## src/rtl/serial_add_sequencer.sv

```systemverilog
// serial_add_sequencer: bit-serial adder sharing one full_adder cell, LSB first, with a valid/ready result port.
module half_adder (
  input  logic x,
  input  logic y,
  output logic s,
  output logic c
);
  assign s = x ^ y;
  assign c = x & y;
endmodule

module full_adder (
  input  logic x,
  input  logic y,
  input  logic ci,
  output logic s,
  output logic co
);
  logic s0, c0, c1;
  half_adder u_h0 (.x(x), .y(y), .s(s0), .c(c0));
  half_adder u_h1 (.x(s0), .y(ci), .s(s), .c(c1));
  assign co = c0 | c1;
endmodule

module serial_add_sequencer #(
  parameter int WIDTH = 8
) (
  input  logic             clk,
  input  logic             rst_n,
  input  logic             start_valid,
  output logic             start_ready,
  input  logic [WIDTH-1:0] a,
  input  logic [WIDTH-1:0] b,
  input  logic             carry_in,
  output logic             result_valid,
  input  logic             result_ready,
  output logic [WIDTH-1:0] sum,
  output logic             carry_out,
  output logic             busy
);
  localparam int CW = WIDTH > 1 ? $clog2(WIDTH) : 1;
  localparam logic [CW-1:0] LAST = CW'(WIDTH - 1);
  typedef enum logic [1:0] {IDLE, RUN, DONE} state_t;
  state_t state, state_nx;
  logic [WIDTH-1:0] a_sh, b_sh, ps, ps_nx;
  logic [CW-1:0] cnt;
  logic c_reg, fa_s, fa_c, last;
  full_adder u_fa (.x(a_sh[0]), .y(b_sh[0]), .ci(c_reg), .s(fa_s), .co(fa_c));
  assign last = cnt == LAST;
  generate
    if (WIDTH == 1) begin : g_one
      assign ps_nx = fa_s;
    end else begin : g_many
      assign ps_nx = {fa_s, ps[WIDTH-1:1]};
    end
  endgenerate
  always_ff @(posedge clk or negedge rst_n) begin
    if (!rst_n) state <= IDLE;
    else state <= state_nx;
  end
  always_comb begin
    state_nx = state == IDLE ? (start_valid ? RUN : IDLE)
             : state == RUN  ? (last ? DONE : RUN)
             : (result_ready ? IDLE : DONE);
  end
  always_comb begin
    start_ready  = state == IDLE;
    result_valid = state == DONE;
    busy         = state != IDLE;
  end
  always_ff @(posedge clk or negedge rst_n) begin
    if (!rst_n) begin
      a_sh      <= '0;
      b_sh      <= '0;
      ps        <= '0;
      cnt       <= '0;
      c_reg     <= 1'b0;
      sum       <= '0;
      carry_out <= 1'b0;
    end else if (state == IDLE && start_valid) begin
      a_sh  <= a;
      b_sh  <= b;
      c_reg <= carry_in;
      cnt   <= '0;
      ps    <= '0;
    end else if (state == RUN) begin
      a_sh  <= a_sh >> 1;
      b_sh  <= b_sh >> 1;
      c_reg <= fa_c;
      ps    <= ps_nx;
      // hold at the last bit index so the counter never wraps
      cnt   <= last ? cnt : cnt + CW'(1);
      if (last) begin
        sum       <= ps_nx;
        carry_out <= fa_c;
      end
    end
  end
endmodule

```

## config.mk

```make
export PLATFORM = sky130hd
export DESIGN_NAME = serial_add_sequencer
export DESIGN_NICKNAME = d
export VERILOG_FILES = /design/src/rtl/serial_add_sequencer.sv
export SDC_FILE = /design/constraint.sdc
export NUM_CORES = 1
export LEC_CHECK = 0
export CAP_MARGIN = 40
export CORE_MARGIN = 2
export CORE_UTILIZATION = 51
export CTS_CLUSTER_DIAMETER = 50
export DETAILED_ROUTE_END_ITERATION = 8
export GPL_ROUTABILITY_DRIVEN = 0
export GPL_TIMING_DRIVEN = 0
export PLACE_DENSITY = 0.85
export SYNTH_ARGS = -nofsm -noshare
export SYNTH_HDL_FRONTEND = slang
export SYNTH_HIERARCHICAL = 1
export SYNTH_SLANG_ARGS = --single-unit
export TNS_END_PERCENT = 30
```

## constraint.sdc

```tcl
create_clock -name clk -period 1.8 [get_ports clk]
set_input_delay 0.18 -clock clk [delete_from_list [all_inputs] [get_ports clk]]
set_output_delay 0.18 -clock clk [all_outputs]
set_load 0.03 [all_outputs]
```

==> metrics <==
# H-tree levels=2; met3 GRT Util=5.946%; critical path class=reg2out; number of detailed-route iterations in the first pass=4; Setup-failing EPs final=0; Tot GR Track Use=21.39%; highest ir drop seen on vdd=0.7165 mV; Clk pwr share=17.6%; Worst Hold Class=in2reg; total number of vias=1344; crit path capture type=output port; leading registers by flop count=a_sh x8, b_sh x8, sum x8; register area=950.9 sq um; final worst-path cycle share=96.23%; final critical path time including I/O delays and setup=1.732 ns; most frequently used flop master after synthesis=sky130_fd_sc_hd__dfrtp_1; share of power burned in combinational logic=45.7%; critical path's largest stage delay=0.39 ns; buffers added on ports=32; busiest metal layer after global routing=met2; Chip Height=62.84 um; initial standard-cell utilization of the core=52.91%; number of design rule violations left after detail routing=0; number of buffers inserted during clock tree synthesis=5; maximum number of pins on one net before global-route repair=39; final cell utilization of the core=67.34%; Required @ worst endpoint=1.62 ns; Die Wd=62.84 um; met1 track demand over resource in global routing=25.21%; Layout area overhead=27.29%; total wire length=3715 um; crit path max fanout=10; initial antenna violation count=0; TritonCTS Sinks=38; Ys Warns=6; worst path cell trace=buf_6, or2_2, dlygate4sd2_1; number of DRC markers in iteration 0=64; most numerous cell types in the synthesized netlist=38 x sky130_fd_sc_hd__dfrtp_1, 18 x sky130_fd_sc_hd__nor2_1, 15 x sky130_fd_sc_hd__o22ai_1, 14 x sky130_fd_sc_hd__o32ai_1, 12 x sky130_fd_sc_hd__a22o_1; Worst path slowest cell=sky130_fd_sc_hd__dfrtp_1; layout cell share with drive strength beyond 1=18.92%; dominant delay contributor by cell family on the critical path=buffers and inverters; cell types occupying the most area after synthesis=sky130_fd_sc_hd__dfrtp_1 54%, sky130_fd_sc_hd__mux2_4 7.7%, sky130_fd_sc_hd__o32ai_1 6.9%; Maximum Capacitance Violations=0; overall die area=3948 sq um; post-synthesis async set-or-reset flop share=100.0%; GR Util met2=38.04%; n_diodes=0; number of enable flip-flop cells after synthesis=0; total core area=3337 sq um; net count after synthesis=169; worst endpoint data arrival time=1.55 ns; Core Rows=21; fin. max-slew vios=0; number of different library cells in the post-synthesis netlist=25; cell-internal power=0.002607 W; result of the run=completed; sequential area share after synthesis=53.86%; cell with the most instances after synthesis=sky130_fd_sc_hd__dfrtp_1; setup skew after layout=0.01534 ns; clock buffer depth=2; leftover overflow at the end of global routing=0; post-CTS setup buffers=0; setup TNS=0 ns; top achievable clock speed=0.5773 GHz; area of the multi-input gates=720.7 sq um; master cell of the clock root buffer=sky130_fd_sc_hd__clkbuf_4; area share of the largest cell type after synthesis=53.86%; I/O pin count=33; clock-pin slew of the registers on the worst-case setup and hold paths=0.12 ns; routed length per placed instance=16.08 um; buffers plus inverters on the worst setup path=2; clock tree from TritonCTS=done; Switching Power=0.001565 W; pwr/cell area=1857 nW/um^2; final antenna-violating net count=0; Reg power frac=36.7%; Via density=5.818; Final Hold Viols=0; wire length of the first global-routing pass=6555 um; # nets final=209; Worst-Skew Late Latency=0.36 ns; worst rel slew slack=44.88%; unrepaired setup endpoints after global routing=yes; average footprint of a synthesized cell=12.26 sq um; startpoint type of the worst setup path=register; fill cell count=269; Syn Inst Count=144; Static Leak=1.009 nW; transition time at the pin with the least slew margin=0.8268 ns; switching share of power=37.51%; vias in the first global route=1382; total half-perimeter wirelength after legalization and detailed placement=2710 um; area leader, netlist=sky130_fd_sc_hd__dfrtp_1; cell area after synthesis=1765 sq um; post-synthesis sequential element count=38; R2R setup slack=0.15 ns
-- final timing paths --
path                                    start             endpoint  cells past startpoint
max                        state[0]$_DFF_PN0_                 busy                      3
min                              result_ready   state[1]$_DFF_PN0_                      2
max reg2reg                cnt[0]$_DFFE_PN0P_   cnt[0]$_DFFE_PN0P_                      5
min reg2reg                 ps[1]$_DFFE_PN0P_    ps[1]$_DFFE_PN0P_                      1
max in group asynchronous               rst_n  b_sh[0]$_DFFE_PN0P_                      2
min in group asynchronous               rst_n   sum[4]$_DFFE_PN0P_                      2
-- stage by stage --
stage | hold slack (ns) | setup WS (ns) | area (sq um) | std cells | total power, W
after floorplan | -0.1156 | 0.3467 | 1765 | 144 | 0.002866
after global placement | 0.4833 | -0.2483 | 2143 | 222 | 0.003331
after detailed placement | 0.3235 | -0.1305 | 2138 | 222 | 0.003474
after CTS | 0.3852 | 0.007783 | 2250 | 231 | 0.004202
after global routing | 0.3679 | -0.03516 | 2247 | 231 | 0.004472
final | 0.3900 | 0.06795 | 2247 | 231 | 0.004172
-- area by class of cell --
cell class	count	share of cell area [%]
timing repair buffer	33	14.09
multi-input combinational	93	32.07
buffer	10	3.675
inverter	3	0.5568
sequential	38	42.32
tap	46	2.561
clock buffer	5	1.670
clock inverter	3	3.062
-- repair_timing --
item	CTS	global route
hold buffers	1	0
endpoints found under the hold margin	38	0
resized for setup	9	2
endpoints found under the setup margin	3	2
-- layer usage --
layer  wire length [um]  vias to the layer above  part of all wire (%)
met2               2012                       47                    54
met3                193                        2                   5.2
li1                   -                      626                     -
met5                  0                        -                     0
met4                 14                        0                  0.38
met1               1495                      669                    40
-- worst register-to-register path, stage by stage (launching register included) --
cell	delay, ns
sky130_fd_sc_hd__dfrtp_1	0.41
sky130_fd_sc_hd__ha_1	0.18
sky130_fd_sc_hd__ha_1	0.36
sky130_fd_sc_hd__nor2_1	0.14
sky130_fd_sc_hd__mux2_2	0.29
sky130_fd_sc_hd__a22o_1	0.19
-- cell usage in the layout, fill, tap and decap left out, types with 3 or more instances in the layout --
cell type,netlist,layout
sky130_fd_sc_hd__o21ai_0,5,5
sky130_fd_sc_hd__o32ai_1,14,14
sky130_fd_sc_hd__ha_1,4,4
sky130_fd_sc_hd__dfrtp_1,38,38
sky130_fd_sc_hd__clkdlybuf4s50_1,0,28
sky130_fd_sc_hd__o22ai_1,15,15
sky130_fd_sc_hd__buf_6,5,5
sky130_fd_sc_hd__clkbuf_4,0,6
sky130_fd_sc_hd__nor2_1,18,18
sky130_fd_sc_hd__buf_2,3,4
sky130_fd_sc_hd__nor3_1,3,3
sky130_fd_sc_hd__mux2_4,9,9
sky130_fd_sc_hd__a22o_1,12,12
-- logic make-up (layout without fill, tap and decap cells) --
kind of cell	count (synthesis)	count (layout)	synth area share, %
and+or+nand+nor	32	32	9.497
AOI/OAI and AO/OA	46	46	19.63
buffers and inverters	13	54	5.315
muxes	11	11	8.859
adders and majority gates	4	4	2.835
DFF	38	38	53.86
-- power groups by stage --
| stage | registers [W] | clock network (W) | logic [W] |
|---|---|---|---|
| final | 0.00153 | 0.000734 | 0.00191 |
| after global routing | 0.00158 | 0.000804 | 0.00208 |
| after CTS | 0.00153 | 0.000747 | 0.00192 |
| after detailed placement | 0.00155 | 0 | 0.00193 |
| after global placement | 0.00151 | 0 | 0.00182 |
| after floorplan | 0.00164 | 0 | 0.00123 |
No activity file was read; power rests on OpenSTA's default activity.
